<file path="src/rtl/mdu_pkg.sv">
`default_nettype none
// +------------------------------------------------------------------+
// | Module      : mdu_pkg                                            |
// | Description : Shared op codes, FSM states and latency constant   |
// |               for the iterative multiply/divide unit.            |
// | Revision    : 1.0 - initial release                              |
// +------------------------------------------------------------------+
package mdu_pkg;

  // Operation encoding on the op port
  localparam logic [1:0] OP_MULTU = 2'b00;
  localparam logic [1:0] OP_MULT  = 2'b01;
  localparam logic [1:0] OP_DIVU  = 2'b10;
  localparam logic [1:0] OP_DIV   = 2'b11;

  // Control FSM states
  typedef enum logic [1:0] {
    IDLE = 2'd0,
    CALC = 2'd1,
    FIX  = 2'd2,
    DONE = 2'd3
  } state_e;

  // Start-to-done latency in cycles: WIDTH iterations, one fix-up, one done
  function automatic int mdu_latency(input int width);
    return width + 2;
  endfunction

  localparam int MDU_WIDTH   = 32;
  localparam int MDU_LATENCY = mdu_latency(MDU_WIDTH);

endpackage
`default_nettype wire

</file>
<file path="src/rtl/mdu_sign_fix.sv">
`default_nettype none
// +------------------------------------------------------------------+
// | Module      : mdu_sign_fix                                       |
// | Description : Combinational post-processing of the unsigned      |
// |               magnitude result: sign correction and the          |
// |               divide-by-zero substitution.                       |
// | Revision    : 1.0 - initial release                              |
// +------------------------------------------------------------------+
module mdu_sign_fix
  import mdu_pkg::*;
#(
  parameter int WIDTH = 32
) (
  input  logic [1:0]         op_i,
  input  logic [2*WIDTH-1:0] mag_i,     // product, or {remainder, quotient}
  input  logic               sign_a_i,
  input  logic               sign_b_i,
  input  logic               dz_i,
  input  logic [WIDTH-1:0]   a_raw_i,
  output logic [WIDTH-1:0]   hi_o,
  output logic [WIDTH-1:0]   lo_o
);

  logic [2*WIDTH-1:0] prod;
  logic [WIDTH-1:0]   quo;
  logic [WIDTH-1:0]   rem;
  logic               neg;

  // Apply operand signs to the magnitude result, or substitute the div-by-zero pattern
  always_comb begin
    neg  = sign_a_i ^ sign_b_i;
    prod = mag_i;
    quo  = mag_i[WIDTH-1:0];
    rem  = mag_i[2*WIDTH-1:WIDTH];
    hi_o = '0;
    lo_o = '0;
    case (op_i)
      OP_MULTU: begin
        hi_o = prod[2*WIDTH-1:WIDTH];
        lo_o = prod[WIDTH-1:0];
      end
      OP_MULT: begin
        if (neg) prod = -mag_i;
        hi_o = prod[2*WIDTH-1:WIDTH];
        lo_o = prod[WIDTH-1:0];
      end
      default: begin
        if (dz_i) begin
          hi_o = a_raw_i;
          lo_o = '1;
        end else begin
          // Unsigned divides carry zero signs, so this is a no-op for DIVU
          if (neg)      quo = -mag_i[WIDTH-1:0];
          if (sign_a_i) rem = -mag_i[2*WIDTH-1:WIDTH];
          hi_o = rem;
          lo_o = quo;
        end
      end
    endcase
  end

endmodule
`default_nettype wire

</file>
<file path="src/rtl/mdu_iter.sv">
`default_nettype none
// +------------------------------------------------------------------+
// | Module      : mdu_iter                                           |
// | Description : Fixed-latency iterative multiply/divide unit.      |
// |               Shift-add multiply and restoring divide on         |
// |               unsigned magnitudes, one bit per cycle, with a     |
// |               registered HI/LO result and a one-cycle done.      |
// | Revision    : 1.0 - initial release                              |
// +------------------------------------------------------------------+
module mdu_iter
  import mdu_pkg::*;
#(
  parameter int WIDTH = 32
) (
  input  logic             clk,
  input  logic             rst_n,
  input  logic             start,
  input  logic [1:0]       op,
  input  logic [WIDTH-1:0] a,
  input  logic [WIDTH-1:0] b,
  output logic             busy,
  output logic             done,
  output logic [WIDTH-1:0] hi,
  output logic [WIDTH-1:0] lo,
  output logic             div_by_zero
);

  localparam int               CNT_W    = (WIDTH > 1) ? $clog2(WIDTH) : 1;
  localparam logic [CNT_W-1:0] CNT_LAST = CNT_W'(WIDTH - 1);

  state_e             state_q, state_d;
  logic               load;

  logic [CNT_W-1:0]   cnt_q;
  logic [2*WIDTH-1:0] acc_q, acc_d;      // {upper, lower} shared by mul and div
  logic [WIDTH-1:0]   opnd_q;            // multiplicand or divisor magnitude
  logic [WIDTH-1:0]   a_raw_q;           // raw dividend for the div-by-zero result
  logic [1:0]         op_q;
  logic               sign_a_q, sign_b_q, dz_q;

  logic [WIDTH-1:0]   hi_q, lo_q;
  logic               dbz_q;

  logic               sign_a, sign_b;
  logic [WIDTH-1:0]   mag_a, mag_b;
  logic [WIDTH:0]     sum;
  logic [2*WIDTH:0]   shl;
  logic [WIDTH:0]     trial;
  logic [WIDTH-1:0]   fix_hi, fix_lo;

  // State register
  always_ff @(posedge clk) begin
    if (!rst_n) state_q <= IDLE;
    else        state_q <= state_d;
  end

  // Next-state logic; a new op is accepted only from IDLE or DONE
  always_comb begin
    state_d = state_q;
    load    = 1'b0;
    case (state_q)
      IDLE: begin
        if (start) begin
          state_d = CALC;
          load    = 1'b1;
        end
      end
      CALC: begin
        if (cnt_q == CNT_LAST) state_d = FIX;
      end
      FIX: begin
        state_d = DONE;
      end
      DONE: begin
        if (start) begin
          state_d = CALC;
          load    = 1'b1;
        end else begin
          state_d = IDLE;
        end
      end
      default: state_d = IDLE;
    endcase
  end

  // Operand magnitudes; -2^(WIDTH-1) maps to itself, which is exact as unsigned
  always_comb begin
    sign_a = op[0] & a[WIDTH-1];
    sign_b = op[0] & b[WIDTH-1];
    mag_a  = sign_a ? -a : a;
    mag_b  = sign_b ? -b : b;
  end

  // One multiply or divide step on the accumulator
  always_comb begin
    sum   = {1'b0, acc_q[2*WIDTH-1:WIDTH]} + (acc_q[0] ? {1'b0, opnd_q} : '0);
    shl   = {acc_q, 1'b0};
    trial = shl[2*WIDTH:WIDTH] - {1'b0, opnd_q};
    acc_d = acc_q;
    if (!op_q[1]) begin
      // add into the upper half when the multiplier LSB is set, then shift right with carry
      acc_d = {sum, acc_q[WIDTH-1:1]};
    end else if (!trial[WIDTH]) begin
      // trial subtraction fits: keep it, quotient bit 1
      acc_d = {trial[WIDTH-1:0], shl[WIDTH-1:1], 1'b1};
    end else begin
      // restore: keep the shifted remainder, quotient bit 0
      acc_d = {shl[2*WIDTH-1:1], 1'b0};
    end
  end

  mdu_sign_fix #(
    .WIDTH (WIDTH)
  ) u_sign_fix (
    .op_i     (op_q),
    .mag_i    (acc_q),
    .sign_a_i (sign_a_q),
    .sign_b_i (sign_b_q),
    .dz_i     (dz_q),
    .a_raw_i  (a_raw_q),
    .hi_o     (fix_hi),
    .lo_o     (fix_lo)
  );

  // Operand latch, iteration datapath and result registers
  always_ff @(posedge clk) begin
    if (!rst_n) begin
      cnt_q    <= '0;
      acc_q    <= '0;
      opnd_q   <= '0;
      a_raw_q  <= '0;
      op_q     <= '0;
      sign_a_q <= 1'b0;
      sign_b_q <= 1'b0;
      dz_q     <= 1'b0;
      hi_q     <= '0;
      lo_q     <= '0;
      dbz_q    <= 1'b0;
    end else begin
      if (load) begin
        op_q     <= op;
        sign_a_q <= sign_a;
        sign_b_q <= sign_b;
        dz_q     <= op[1] & (b == '0);
        a_raw_q  <= a;
        opnd_q   <= op[1] ? mag_b : mag_a;
        acc_q    <= {{WIDTH{1'b0}}, (op[1] ? mag_a : mag_b)};
        cnt_q    <= '0;
      end else if (state_q == CALC) begin
        acc_q <= acc_d;
        cnt_q <= cnt_q + CNT_W'(1);
      end
      if (state_q == FIX) begin
        hi_q  <= fix_hi;
        lo_q  <= fix_lo;
        dbz_q <= dz_q;
      end
    end
  end

  assign busy        = (state_q == CALC) || (state_q == FIX);
  assign done        = (state_q == DONE);
  assign hi          = hi_q;
  assign lo          = lo_q;
  assign div_by_zero = dbz_q;

endmodule
`default_nettype wire
</file>
<file path="config.mk">
export PLATFORM = sky130hd
export DESIGN_NAME = mdu_iter
export DESIGN_NICKNAME = d
export VERILOG_FILES = /design/src/rtl/mdu_pkg.sv /design/src/rtl/mdu_sign_fix.sv /design/src/rtl/mdu_iter.sv
export SDC_FILE = /design/constraint.sdc
export NUM_CORES = 1
export LEC_CHECK = 0
export ABC_CLOCK_PERIOD_IN_PS = 4430
export CORE_MARGIN = 2
export CORE_UTILIZATION = 35
export DETAILED_ROUTE_END_ITERATION = 12
export DONT_BUFFER_PORTS = 1
export PLACE_DENSITY = 0.51
export SYNTH_ARGS = -nofsm -noshare
export SYNTH_HDL_FRONTEND = slang
export SYNTH_SLANG_ARGS = --single-unit
</file>
<file path="constraint.sdc">
create_clock -name clk -period 4.43 [get_ports clk]
set_input_delay 0.886 -clock clk [delete_from_list [all_inputs] [get_ports clk]]
set_output_delay 0.886 -clock clk [all_outputs]
set_load 0.01 [all_outputs]
</file>
Yosys cells after proc, flatten, opt, wreduce, memory -nomap -nowiden
Index checks and enable logic that the tools add are counted.
Operators by class
  add/subtract/negate cells: 8
  equality and inequality tests: 7
  muxes and demuxes: 22
  bitwise logic cells: 5
  reduce and logical (&&, ||, !) cells: 8
Operator list (number)
  32-bit 2-to-1 mux: 11
  64-bit 2-to-1 mux: 3
  32-bit negation: 4
  32-bit one-hot mux with 2 select lines: 2
  64-bit negation: 1
  32-bit by 32-bit adder with 33-bit output: 1
  33-bit by 32-bit subtractor with 33-bit output: 1
  32-bit logical NOT: 1
  2-bit one-hot mux with 4 select lines: 1
  5-bit by 1-bit adder with 5-bit output (second input constant): 1
  5-bit == test (second input constant): 1
  2-bit by 1-bit == test with 1-bit output (second input constant): 2
  2-bit == test (second input constant): 2
  2-bit logical NOT: 2
  2-bit 2-to-1 mux: 2
  2-bit != test (second input constant): 2
  2-bit OR reduction: 2
  1-bit bitwise AND: 3
  1-bit 2-to-1 mux: 3
  2-bit AND reduction: 1
  2-bit nonzero test: 1
  1-bit logical OR: 1
  1-bit NOT: 1
  1-bit XOR: 1
Word-level totals
  register bits after elaboration: 205
  bits of input ports: 69
  output and inout bits: 67

Depth between registers and ports, before layout
Gate-level depths: netlist (run 1).
  depth in word-level cells: 5
  depth in mapped cells: 15
  mapped depth without buffers: 13

By module
From an unflattened synthesis (run 1), not the netlist that was laid out.
Unflattened totals
  cell total of the unflattened synthesis: 2317
  area total of the unflattened synthesis: 16910.0 um2
Modules (own cells, without submodules)
  mdu_iter: instances 1, cells an instance 1790, area each 13804.5 um2, seq. area each 4103.9 um2
  mdu_sign_fix: instances 1, cells an instance 527, area each 3105.5 um2, seq. area each 0.0 um2

Worst setup path after synthesis (run 1)
Ideal clock, no wire load.
  path kind: flip-flop to flip-flop
  from: register acc_q[0]
  to: register acc_q[62]
  setup time: 0.134 ns
  data arrival time: 3.159 ns
  slack: 1.138 ns
  stages on the path, launching flop included: 15
  path buffers: 1
  cell sequence: dfxtp_1 inv_1 buf_1 nor2_1 ha_1 a2111oi_0 o21ai_1 and3_1 a221o_1 a211oi_2 o31ai_1 a31oi_1 o21ai_0 xnor2_1 a21oi_1
Between the ends
  word-level cells in the longest chain between the ends: 3
Ends and longest elaborated chain
  from (decl): line mdu_iter.sv:35  | logic [2*WIDTH-1:0] acc_q, acc_d;
  from (signal assigned): line mdu_iter.sv:147  | acc_q <= {{WIDTH{1'b0}}, (op[1] ? mag_a : mag_b)};
  32-bit 2-to-1 mux: line mdu_iter.sv:96  | sum = {1'b0, acc_q[2*WIDTH-1:WIDTH]} + (acc_q[0] ? {1'b0, opnd_q} : '0);
  32-bit by 32-bit adder with 33-bit output: line mdu_iter.sv:96
  64-bit 2-to-1 mux: line mdu_iter.sv:100  | if (!op_q[1]) begin
No other way between the ends.
A chain may end at the register's enable or synchronous reset.

Worst setup path in the final report (run 1)
Same ends and word-level chain as after synthesis.

==> results of run 1 <==
kinds of logic (layout without fill, tap and decap cells):
group	count (synthesis)	count (layout)	synth area share
mux	106	106	0.0658
other cells	0	1	0
xor+xnor	207	207	0.112
compound gates	687	687	0.259
simple gates	696	696	0.194
flops	205	205	0.252
buf+inv	232	160	0.0572
fa+ha+maj	77	77	0.0602
worst paths after layout:
kind,start,to,cells after the start
hold / removal,opnd_q[25],opnd_q[25],2
setup reg to reg,acc_q[0],acc_q[62],13
setup / recovery,acc_q[0],acc_q[62],13
hold reg to reg,opnd_q[25],opnd_q[25],2
final cells by class:
cell class,instances,area [um2],area share
timing repair buffer,47,378,0.0215
multi-input combinational,1773,11200,0.641
antenna,1,2.50,0.000143
sequential,205,4110,0.234
clock inverter,8,76.3,0.00435
tap,600,751,0.0428
inverter,66,249,0.0142
clock buffer,39,741,0.0422
flip-flops by register name (all words and copies together) (netlist names):
signal       cells
a_raw_q         32
acc_q           64
cnt_q            5
div_by_zero      1
dz_q             1
hi              32
lo              32
op_q             2
opnd_q          32
sign_a_q         1
sign_b_q         1
state_q          2
worst min-delay path, stage by stage (launching register included):
cell	delay (ns)
sky130_fd_sc_hd__dfxtp_1	0.31
sky130_fd_sc_hd__nand2_1	0.05
sky130_fd_sc_hd__a21oi_1	0.05
routing by layer:
layer	routed length, um	share of wire	track usage
met1	28700	0.47	0.356
met2	26700	0.44	0.383
met3	3590	0.059	0.0333
met4	2020	0.033	0.0773
met5	0	0	0
report_power, final:
part | total [W] | switching (W) | internal (W)
combinational | 0.00718 | 0.00450 | 0.00267
clock | 0.00210 | 0.000891 | 0.00121
sequential | 0.00305 | 0.000703 | 0.00235
stage by stage:
step | cells | setup WS [ns] | utilization
after floorplan | 2210 | 1.14 | -
after global placement | 2691 | 0.660 | 0.367
after detailed placement | 2691 | 0.603 | 0.367
after CTS | 2738 | 0.606 | 0.385
after global routing | 2738 | 0.277 | 0.385
final | 2739 | 0.561 | 0.385
layout by cell type, fill, tap and decap left out, types with 8 or more instances in the layout:
master / synthesis / layout
sky130_fd_sc_hd__a211oi_1: 29 / 29
sky130_fd_sc_hd__a21o_1: 39 / 39
sky130_fd_sc_hd__a21oi_1: 245 / 245
sky130_fd_sc_hd__a31oi_1: 22 / 22
sky130_fd_sc_hd__and2_1: 16 / 16
sky130_fd_sc_hd__and3_1: 9 / 9
sky130_fd_sc_hd__buf_4: 2 / 45
sky130_fd_sc_hd__clkbuf_1: 137 / 10
sky130_fd_sc_hd__clkbuf_16: 0 / 27
sky130_fd_sc_hd__dfxtp_1: 205 / 203
sky130_fd_sc_hd__ha_1: 75 / 73
sky130_fd_sc_hd__inv_1: 63 / 62
sky130_fd_sc_hd__mux2i_1: 102 / 102
sky130_fd_sc_hd__nand2_1: 275 / 275
sky130_fd_sc_hd__nand2b_1: 16 / 15
sky130_fd_sc_hd__nand3_1: 28 / 28
sky130_fd_sc_hd__nand3b_1: 16 / 16
sky130_fd_sc_hd__nand4_1: 8 / 8
sky130_fd_sc_hd__nor2_1: 223 / 222
sky130_fd_sc_hd__nor3_1: 35 / 35
sky130_fd_sc_hd__nor4_1: 9 / 9
sky130_fd_sc_hd__o211ai_1: 63 / 63
sky130_fd_sc_hd__o21a_1: 13 / 13
sky130_fd_sc_hd__o21ai_0: 163 / 163
sky130_fd_sc_hd__o21ai_1: 16 / 16
sky130_fd_sc_hd__o221ai_1: 8 / 8
sky130_fd_sc_hd__o31ai_1: 23 / 23
sky130_fd_sc_hd__o41ai_1: 13 / 13
sky130_fd_sc_hd__or3_1: 15 / 15
sky130_fd_sc_hd__or4_1: 12 / 12
sky130_fd_sc_hd__xnor2_1: 129 / 129
sky130_fd_sc_hd__xor2_1: 78 / 78
==> impl_table.tex, run 1 <==
\begin{tabular}{lr}
\hline
Metric & Value \\
\hline
\multicolumn{2}{l}{\textbf{Placed design}} \\
\quad Count of buffers inserted at the top-level ports & 0 \\
\quad Placement-stage cell area & 16700 um2 \\
\quad Placed wire-length estimate after detailed placement & 46500 um \\
\quad GP Congestion & 0.945 \\
\multicolumn{2}{l}{\textbf{Route}} \\
\quad Initial DRT Pass Iterations & 5 \\
\quad Wire length per cell after detailed routing & around 22 um \\
\quad DR vias & about 16000 \\
\quad DRT iter0 DRCs & 1265 \\
\quad Vias/cell & about 5.7 \\
\quad Routed WL & 61000 um \\
\quad Final antenna-violating net count & 0 \\
\quad DRC Markers & 0 \\
\multicolumn{2}{l}{\textbf{Synthesis}} \\
\quad Number of enable flip-flop cells after synthesis & 0 \\
\quad Post-synthesis sequential element count & 205 \\
\quad Count of cell types in the netlist & 82 \\
\quad Top post-synthesis cells by area & sky130\_fd\_sc\_hd\_\_dfxtp\_1 25\%, sky130\_fd\_sc\_hd\_\_a21oi\_1 7.5\%, sky130\_fd\_sc\_hd\_\_xnor2\_1 6.9\% \\
\quad Dominant synthesized flop cell & sky130\_fd\_sc\_hd\_\_dfxtp\_1 \\
\quad Ys Warns & 0 \\
\quad Post-Synthesis Cells & 2210 \\
\quad Sequential-to-total area share from yosys stat & 0.252 \\
\quad Fraction of post-synthesis cell area in the top cell type by area & 0.252 \\
\quad Cell area after synthesis & 16300 um2 \\
\quad Number of nets in the synthesized netlist & 2356 \\
\quad Library cell with the largest summed area after synthesis & sky130\_fd\_sc\_hd\_\_dfxtp\_1 \\
\quad Share of flip-flops with an asynchronous set or reset after synthesis & 0 \\
\quad Most frequent cell after synthesis & sky130\_fd\_sc\_hd\_\_nand2\_1 \\
\quad Top cells by count, synth & 275 x sky130\_fd\_sc\_hd\_\_nand2\_1, 245 x sky130\_fd\_sc\_hd\_\_a21oi\_1, 223 x sky130\_fd\_sc\_hd\_\_nor2\_1 \\
\quad Average footprint of a synthesized cell & approximately 7.4 um2 \\
\multicolumn{2}{l}{\textbf{Final layout}} \\
\quad Number of fill cells & 4763 \\
\quad Count of nets after finishing & 2266 \\
\quad Share of post-route cells with drive strength above 1 & 0.0571 \\
\quad Area overhead of the layout relative to synthesis & 7.97\% \\
\quad Finished layout cell area & 17600 um2 \\
\multicolumn{2}{l}{\textbf{Worst setup path}} \\
\quad Sum of buffers and inverters on the critical path & 1 \\
\quad Maximum fanout count along the critical path & 10 \\
\quad Arrival time of data at the critical path endpoint & 4.28 ns \\
\quad R2R Setup Slk & 0.56 ns \\
\quad CP max-delay cell & sky130\_fd\_sc\_hd\_\_o31ai\_1 \\
\quad Startpoint-to-endpoint class of the critical path & reg2reg \\
\quad Worst stage delay on the critical path & approximately 0.84 ns \\
\quad Largest delay share family, worst path & compound AO/OA/AOI/OAI gates \\
\quad Cell-by-cell listing of the critical path & inv\_1 > nor2\_1 > ha\_1 > o21ai\_0 > o21ai\_1 > and3\_1 > a221o\_1 > a211oi\_2 > o31ai\_1 > a31oi\_1 > o21ai\_0 > xnor2\_1 > a21oi\_1 \\
\quad Endpoint class of the critical path & register \\
\quad Kind of start point of the critical path & register \\
\quad Most frequent cell on the critical path & sky130\_fd\_sc\_hd\_\_o21ai\_0 \\
\quad Data required time of the critical path & 4.84 ns \\
\multicolumn{2}{l}{\textbf{Floorplanning}} \\
\quad Floorplan die area & around 48000 um2 \\
\quad Width of the die & 220 um \\
\quad Top-Level Pins & between 100 and 150 \\
\quad Chip height & between 200 and 250 um \\
\quad Core Footprint & 45600 um2 \\
\quad Number of placement rows & 78 \\
\quad Starting Density & 0.357 \\
\multicolumn{2}{l}{\textbf{Clock network}} \\
\quad Buffers from clock root to sink, at most & 3 \\
\quad Clock sink count & 205 \\
\quad Library cell used as clock root buffer & sky130\_fd\_sc\_hd\_\_clkbuf\_16 \\
\quad Number of gates resized after CTS & 0 \\
\quad Number of H-tree levels & 1 \\
\quad TritonCTS Buffers & 27 \\
\quad CTS Hold Buffers Added & 0 \\
\quad Postcts setup bufs & 0 \\
\quad Clock latency of the later-clocked register in the worst-skew pair & 0.56 ns \\
\quad Clock-pin slew reported for the worst setup and hold paths after clock tree synthesis & 0.06 ns \\
\quad CTS tree & built \\
\multicolumn{2}{l}{\textbf{Global route}} \\
\quad Total global routing track utilization & 0.248 \\
\quad Wire length of the first global-routing pass & 91300 um \\
\quad Via count of the first global-routing pass & approximately 14000 \\
\quad Final global-route overflow total & 0 \\
\quad Number of antenna violations at the first check in global routing & 0 \\
\quad Pin count of the biggest net entering global routing & 90 \\
\multicolumn{2}{l}{\textbf{STA}} \\
\quad Relative slew margins & 0.296 \\
\quad Setup TNS after final layout & 0 ns \\
\quad Actual transition at the worst max-transition pin & $\sim$1.1 ns \\
\quad Crit path time final & 3.87 ns \\
\quad Final Setup Violations & 0 \\
\quad Number of slew-limit violations in the final report & 0 \\
\quad Post-route fraction of the period consumed by the critical path & 0.873 \\
\quad Final setup skew & 0.0254 ns \\
\quad Achievable clock frequency & around 0.26 GHz \\
\quad Hold Violations, Final & 0 \\
\quad Setup repair after global routing missed its margin & no \\
\quad Worst hold slack after final layout & 0.452 ns \\
\multicolumn{2}{l}{\textbf{Power}} \\
\quad Power density over cell area & 703 nW/um2 \\
\quad Total design power & 0.0123 W \\
\quad Leak Pwr & approximately 6.6 nW \\
\quad IR drop worst, VDD & 0.000325 V \\
\multicolumn{2}{l}{\textbf{Flow run}} \\
\quad Maximum Capacitance Violations & 0 \\
\multicolumn{2}{l}{\textbf{Min path}} \\
\quad Worst min-delay path category & reg2reg \\
\multicolumn{2}{l}{\textbf{Run status}} \\
\quad Run status & finished, final reports clean \\
\hline
\end{tabular}
(Power assumes the default switching activity.)
==> run 2: changes to the inputs <==
--- a/config.mk
+++ b/config.mk
@@ -11,6 +11,7 @@
 export DETAILED_ROUTE_END_ITERATION = 12
 export DONT_BUFFER_PORTS = 1
 export PLACE_DENSITY = 0.51
+export RECOVER_POWER = 25
 export SYNTH_ARGS = -nofsm -noshare
 export SYNTH_HDL_FRONTEND = slang
 export SYNTH_SLANG_ARGS = --single-unit
==> run 2 against run 1 <==
Against the previous run:
- the flow now finishes with violations (capacitance limit, slew limit)
- clock power about the same
- fmax decreased by 1.1%
- routed wire length about the same
- clock skew decreased by 0.00099 ns
- critical path type unchanged
- largest cell class unchanged
- highest routed layer unchanged
==> impl_table.tex, run 2 (same netlist as run 1, synthesis figures left out) <==
\begin{tabular}{lr}
\hline
Metric & Value \\
\hline
\multicolumn{2}{l}{\textbf{Worst setup path}} \\
\quad Kind of start point of the critical path & register \\
\quad Worst stage delay on the critical path & between 0.8 and 0.9 ns \\
\quad Data required time of the critical path & 4.84 ns \\
\quad Arrival time of data at the critical path endpoint & approximately 4.3 ns \\
\quad Endpoint class of the critical path & register \\
\quad CP max-delay cell & sky130\_fd\_sc\_hd\_\_o31ai\_1 \\
\quad Cell-by-cell listing of the critical path & inv\_1 > nor2\_1 > ha\_1 > o21ai\_0 > o21ai\_1 > and3\_1 > a221o\_1 > a211oi\_2 > o31ai\_1 > a31oi\_1 > o21ai\_0 > xnor2\_1 > a21oi\_1 \\
\quad Maximum fanout count along the critical path & 10 \\
\quad Most frequent cell on the critical path & sky130\_fd\_sc\_hd\_\_o21ai\_0 \\
\quad Startpoint-to-endpoint class of the critical path & reg2reg \\
\quad Largest delay share family, worst path & compound AO/OA/AOI/OAI gates \\
\quad Sum of buffers and inverters on the critical path & 1 \\
\multicolumn{2}{l}{\textbf{Route}} \\
\quad Wire length per cell after detailed routing & 22.3 um \\
\quad DRT iter0 DRCs & about 1300 \\
\quad Routed WL & 61100 um \\
\quad Final antenna-violating net count & 0 \\
\quad Vias/cell & between 5 and 6 \\
\quad DR vias & 15700 \\
\quad Initial DRT Pass Iterations & 5 \\
\quad DRC Markers & 0 \\
\multicolumn{2}{l}{\textbf{Clock network}} \\
\quad Number of gates resized after CTS & 0 \\
\quad Clock sink count & between 200 and 250 \\
\quad Clock latency of the later-clocked register in the worst-skew pair & $\sim$0.56 ns \\
\quad Library cell used as clock root buffer & sky130\_fd\_sc\_hd\_\_clkbuf\_16 \\
\quad CTS Hold Buffers Added & 0 \\
\quad Buffers from clock root to sink, at most & 3 \\
\quad CTS tree & built \\
\quad TritonCTS Buffers & 27 \\
\quad Postcts setup bufs & 0 \\
\quad Number of H-tree levels & 1 \\
\quad Clock-pin slew reported for the worst setup and hold paths after clock tree synthesis & about 0.060 ns \\
\multicolumn{2}{l}{\textbf{Final layout}} \\
\quad Flip-flop count of the largest register, all copies and words added & 64 \\
\quad Area overhead of the layout relative to synthesis & 7.91\% \\
\quad Most common cell after layout, fill and taps aside & sky130\_fd\_sc\_hd\_\_nand2\_1 \\
\quad Top library cells by usage in the layout, fill and taps aside & 275 x sky130\_fd\_sc\_hd\_\_nand2\_1, 245 x sky130\_fd\_sc\_hd\_\_a21oi\_1, 223 x sky130\_fd\_sc\_hd\_\_nor2\_1 \\
\quad Register containing the most flip-flops in the final layout & acc\_q \\
\quad Count of nets after finishing & 2266 \\
\quad Final core utilization & 0.385 \\
\quad Share of post-route cells with drive strength above 1 & 0.0566 \\
\multicolumn{2}{l}{\textbf{Global route}} \\
\quad Via count of the first global-routing pass & 14500 \\
\quad Busiest layer in global routing & met2 \\
\quad Met1 global-route usage & 0.356 \\
\quad Final global-route overflow total & 0 \\
\quad Total global routing track utilization & 0.248 \\
\quad Met3 usage & 0.0333 \\
\quad Pin count of the biggest net entering global routing & 90 \\
\quad Number of antenna violations at the first check in global routing & 0 \\
\quad Wire length of the first global-routing pass & 91300 um \\
\quad Global-route track usage on met2 & 0.383 \\
\multicolumn{2}{l}{\textbf{STA}} \\
\quad Setup repair after global routing missed its margin & no \\
\quad Setup TNS after final layout & 0 ns \\
\quad Actual transition at the worst max-transition pin & 1.65 ns \\
\quad Final setup skew & 0.0244 ns \\
\quad Relative slew margins & -0.107 \\
\quad Final Setup Violations & 0 \\
\quad Achievable clock frequency & between 0.2 and 0.3 GHz \\
\quad Hold Violations, Final & 0 \\
\quad Post-route fraction of the period consumed by the critical path & 0.884 \\
\quad Number of slew-limit violations in the final report & 18 \\
\quad Crit path time final & 3.91 ns \\
\multicolumn{2}{l}{\textbf{Placed design}} \\
\quad GP Congestion & roughly 0.95 \\
\quad Count of buffers inserted at the top-level ports & 0 \\
\quad Placed wire-length estimate after detailed placement & 46500 um \\
\multicolumn{2}{l}{\textbf{Power}} \\
\quad Power density over cell area & 703 nW/um2 \\
\quad Leak Pwr & 6.59 nW \\
\quad IR drop worst, VDD & between 0.0003 and 0.0004 V \\
\quad Total design power & $\sim$0.012 W \\
\multicolumn{2}{l}{\textbf{Flow run}} \\
\quad Maximum Capacitance Violations & 1 \\
\multicolumn{2}{l}{\textbf{Run status}} \\
\quad Run status & finished, violations left \\
\quad Failing checks & capacitance limit, slew limit \\
\multicolumn{2}{l}{\textbf{Floorplanning}} \\
\quad Core Footprint & 45600 um2 \\
\quad Chip height & 220 um \\
\quad Number of placement rows & 78 \\
\quad Starting Density & 0.357 \\
\quad Top-Level Pins & 136 \\
\quad Floorplan die area & around 48000 um2 \\
\quad Width of the die & approximately 220 um \\
\multicolumn{2}{l}{\textbf{Min path}} \\
\quad Worst min-delay path category & reg2reg \\
\hline
\end{tabular}
[run 2: changes by cell type in the layout (fill, tap and decap cells not counted), sizes merged]
cell,delta
buf,-1
clkbuf,+1
[run 2: worst paths after layout]
path / slack (ns) / startpoint / to / depth (start not counted)
setup / recovery: 0.52 / acc_q[0] / acc_q[62] / 13
setup reg to reg: 0.52 / acc_q[0] / acc_q[62] / 13
hold reg to reg: 0.45 / opnd_q[25] / opnd_q[25] / 2
hold / removal: 0.45 / opnd_q[25] / opnd_q[25] / 2
[run 2: per-layer routing]
metal | vias up | share of wire
li1 | 7620 | -
met3 | 87 | 0.062
met2 | 520 | 0.44
met1 | 7458 | 0.47
met4 | 0 | 0.033
met5 | - | 0
[run 2: stage by stage]
stage	instances	setup WS, ns	hold WS [ns]	area (um2)
5_1_grt	2738	0.277	0.451	17500
6_report	2739	0.516	0.452	17500
2_1_floorplan	2210	1.14	0.432	16300
3_5_place_dp	2691	0.603	0.446	16700
4_1_cts	2738	0.606	0.431	17600
3_3_place_gp	2691	0.660	0.444	16700
[run 2: power breakdown]
group          switching (W)  total (W)  internal, W  leakage, nW
clock network       0.000886    0.00210      0.00121        0.389
logic                0.00450    0.00718      0.00268         4.52
registers           0.000704    0.00305      0.00235         1.68
total                0.00609     0.0123      0.00624         6.59
[run 2: area by class of cell]
cell class	count	area (um2)
antenna	1	2.50
clock buffer	39	741
clock inverter	8	76.3
fill	4764	28000
inverter	66	249
multi-input combinational	1773	11200
sequential	205	4110
tap	600	751
timing repair buffer	47	375
[run 2: tightest hold or removal path, stage by stage (launching register included)]
cell                      delay (ns)
sky130_fd_sc_hd__dfxtp_1        0.31
sky130_fd_sc_hd__nand2_1        0.05
sky130_fd_sc_hd__a21oi_1        0.05
==> run 3: changes to the inputs <==
--- a/config.mk
+++ b/config.mk
@@ -6,7 +6,6 @@
 export NUM_CORES = 1
 export LEC_CHECK = 0
 export ABC_CLOCK_PERIOD_IN_PS = 4430
-export CORE_MARGIN = 2
 export CORE_UTILIZATION = 35
 export DETAILED_ROUTE_END_ITERATION = 12
 export DONT_BUFFER_PORTS = 1
==> run 3 against run 2 <==
Against the previous run:
- the flow still finishes with violations (capacitance limit, slew limit)
- register-to-register slack hardly changed
- largest power group unchanged
- die area is 1.8% lower
- core utilization is 0.40 points higher
- worst setup slack worse by 0.014 ns
==> impl_table.tex, run 3 (same netlist as run 1, synthesis figures left out) <==
\begin{tabular}{lr}
\hline
Metric & Value \\
\hline
\multicolumn{2}{l}{\textbf{Final layout}} \\
\quad Count of nets after finishing & 2273 \\
\quad Area overhead of the layout relative to synthesis & 9.04\% \\
\quad Antenna cells & 0 \\
\quad Top library cells by usage in the layout, fill and taps aside & 275 x sky130\_fd\_sc\_hd\_\_nand2\_1, 245 x sky130\_fd\_sc\_hd\_\_a21oi\_1, 222 x sky130\_fd\_sc\_hd\_\_nor2\_1 \\
\quad Flip-flop count of the largest register, all copies and words added & 64 \\
\quad Share of post-route cells with drive strength above 1 & 0.0610 \\
\quad Register containing the most flip-flops in the final layout & acc\_q \\
\quad Most common cell after layout, fill and taps aside & sky130\_fd\_sc\_hd\_\_nand2\_1 \\
\multicolumn{2}{l}{\textbf{Route}} \\
\quad Wire length per cell after detailed routing & 22.5 um \\
\quad Routed WL & 61800 um \\
\quad Initial DRT Pass Iterations & 5 \\
\quad DRT iter0 DRCs & 1315 \\
\quad Final antenna-violating net count & 0 \\
\quad DRC Markers & 0 \\
\quad DR vias & 15900 \\
\quad Vias/cell & 5.80 \\
\multicolumn{2}{l}{\textbf{Global route}} \\
\quad Global-route track usage on met2 & 0.385 \\
\quad Met1 global-route usage & 0.364 \\
\quad Pin count of the biggest net entering global routing & 92 \\
\quad Number of antenna violations at the first check in global routing & 2 \\
\quad Total global routing track utilization & 0.255 \\
\quad Busiest layer in global routing & met2 \\
\quad Met3 usage & 0.0375 \\
\quad Wire length of the first global-routing pass & 93000 um \\
\quad Final global-route overflow total & 0 \\
\quad Via count of the first global-routing pass & 14700 \\
\multicolumn{2}{l}{\textbf{STA}} \\
\quad Final setup skew & 0.0273 ns \\
\quad Worst-case setup margin in the final layout & 0.502 ns \\
\quad Post-route fraction of the period consumed by the critical path & 0.887 \\
\quad Number of slew-limit violations in the final report & 60 \\
\quad Final Setup Violations & 0 \\
\quad Relative slew margins & -0.636 \\
\quad Actual transition at the worst max-transition pin & 2.45 ns \\
\quad Achievable clock frequency & 0.255 GHz \\
\quad Setup TNS after final layout & 0 ns \\
\quad Setup repair after global routing missed its margin & no \\
\quad Crit path time final & 3.93 ns \\
\quad Hold Violations, Final & 0 \\
\multicolumn{2}{l}{\textbf{Flow run}} \\
\quad Maximum Capacitance Violations & 1 \\
\multicolumn{2}{l}{\textbf{Clock network}} \\
\quad Clock-pin slew reported for the worst setup and hold paths after clock tree synthesis & 0.07 ns \\
\quad Number of gates resized after CTS & 0 \\
\quad Library cell used as clock root buffer & sky130\_fd\_sc\_hd\_\_clkbuf\_16 \\
\quad Buffers from clock root to sink, at most & 3 \\
\quad Clock latency of the later-clocked register in the worst-skew pair & between 0.5 and 0.6 ns \\
\quad Number of H-tree levels & 1 \\
\quad TritonCTS Buffers & 27 \\
\quad Clock sink count & 205 \\
\quad Postcts setup bufs & 0 \\
\quad CTS tree & built \\
\quad CTS Hold Buffers Added & 0 \\
\multicolumn{2}{l}{\textbf{Floorplanning}} \\
\quad Starting Density & 0.357 \\
\quad Floorplan die area & 47300 um2 \\
\quad Core Footprint & 45600 um2 \\
\quad Chip height & 218 um \\
\quad Width of the die & 218 um \\
\quad Number of placement rows & 78 \\
\quad Top-Level Pins & approximately 140 \\
\multicolumn{2}{l}{\textbf{Power}} \\
\quad Internal cell power & $\sim$0.0066 W \\
\quad Sequential share of power & 0.237 \\
\quad Total net switching power & $\sim$0.0062 W \\
\quad Power density over cell area & approximately 700 nW/um2 \\
\quad IR drop worst, VDD & about 0.00039 V \\
\quad Total design power & 0.0128 W \\
\quad Clock share of power & 0.191 \\
\quad Fraction of power spent switching nets & 0.484 \\
\quad Comb pwr share & 0.572 \\
\quad Leak Pwr & 6.69 nW \\
\multicolumn{2}{l}{\textbf{Placed design}} \\
\quad GP Congestion & 0.953 \\
\quad Pre-CTS setup slack & 0.596 ns \\
\quad Placed wire-length estimate after detailed placement & 47000 um \\
\quad Count of buffers inserted at the top-level ports & 0 \\
\multicolumn{2}{l}{\textbf{Worst setup path}} \\
\quad Maximum fanout count along the critical path & 59 \\
\quad Kind of start point of the critical path & register \\
\quad Startpoint-to-endpoint class of the critical path & reg2reg \\
\quad Endpoint class of the critical path & register \\
\quad Arrival time of data at the critical path endpoint & 4.39 ns \\
\quad Data required time of the critical path & 4.89 ns \\
\multicolumn{2}{l}{\textbf{Run status}} \\
\quad Failing checks & capacitance limit, slew limit \\
\quad Run status & finished, violations left \\
\multicolumn{2}{l}{\textbf{Min path}} \\
\quad Worst min-delay path category & reg2reg \\
\hline
\end{tabular}
[run 3: cell types whose count changed in the layout (fill, tap and decap cells not counted), moves of 2 or more]
cell                         delta
sky130_fd_sc_hd__bufinv_16      +5
sky130_fd_sc_hd__buf_4          +9
sky130_fd_sc_hd__clkinvlp_4     -2
sky130_fd_sc_hd__clkinv_2       -2
[run 3: worst paths after layout]
check | from | to | slack [ns] | cells past startpoint
min | opnd_q[13] | opnd_q[13] | 0.45 | 2
max reg2reg | state_q[1] | opnd_q[20] | 0.50 | 6
min reg2reg | opnd_q[13] | opnd_q[13] | 0.45 | 2
max | state_q[1] | opnd_q[20] | 0.50 | 6
[run 3: layout make-up]
| type | instances | area (um2) |
|---|---|---|
| clock buffers | 39 | 751 |
| clock inverters | 10 | 210 |
| fillers | 4734 | 27800 |
| inverters | 66 | 249 |
| multi-input cells | 1773 | 11200 |
| flip-flops and latches | 205 | 4110 |
| well taps | 600 | 751 |
| repair buffers | 54 | 418 |
[run 3: power groups by stage]
| stage | sequential [W] | combinational (W) | clock, W |
|---|---|---|---|
| floorplan | 0.00275 | 0.00545 | 0 |
| global placement | 0.00306 | 0.00715 | 0 |
| detailed placement | 0.00306 | 0.00715 | 0 |
| CTS | 0.00302 | 0.00720 | 0.00248 |
| global route | 0.00309 | 0.00797 | 0.00255 |
| finish | 0.00303 | 0.00730 | 0.00244 |
[run 3: critical path, cell delays in order (launching register included)]
cell and delay, ns:
sky130_fd_sc_hd__dfxtp_1 0.40, sky130_fd_sc_hd__inv_1 0.10, sky130_fd_sc_hd__ha_1 0.45, sky130_fd_sc_hd__nand2b_1 1.82, sky130_fd_sc_hd__buf_4 0.57, sky130_fd_sc_hd__a211oi_1 0.19, sky130_fd_sc_hd__o21a_1 0.26
[run 3: through the flow]
step / std cells / hold slack, ns / util / area, um2
2_1_floorplan: 2210 / 0.432 / - / 16300
3_3_place_gp: 2698 / 0.439 / 0.368 / 16800
3_5_place_dp: 2698 / 0.448 / 0.368 / 16800
4_1_cts: 2747 / 0.432 / 0.389 / 17700
5_1_grt: 2747 / 0.458 / 0.389 / 17700
6_report: 2747 / 0.454 / 0.389 / 17700
[run 3: metal layers]
layer,part of all wire,vias to the layer above
li1,-,7633
met1,0.46,7639
met2,0.43,569
met3,0.068,86
met4,0.036,2
met5,0.00021,-
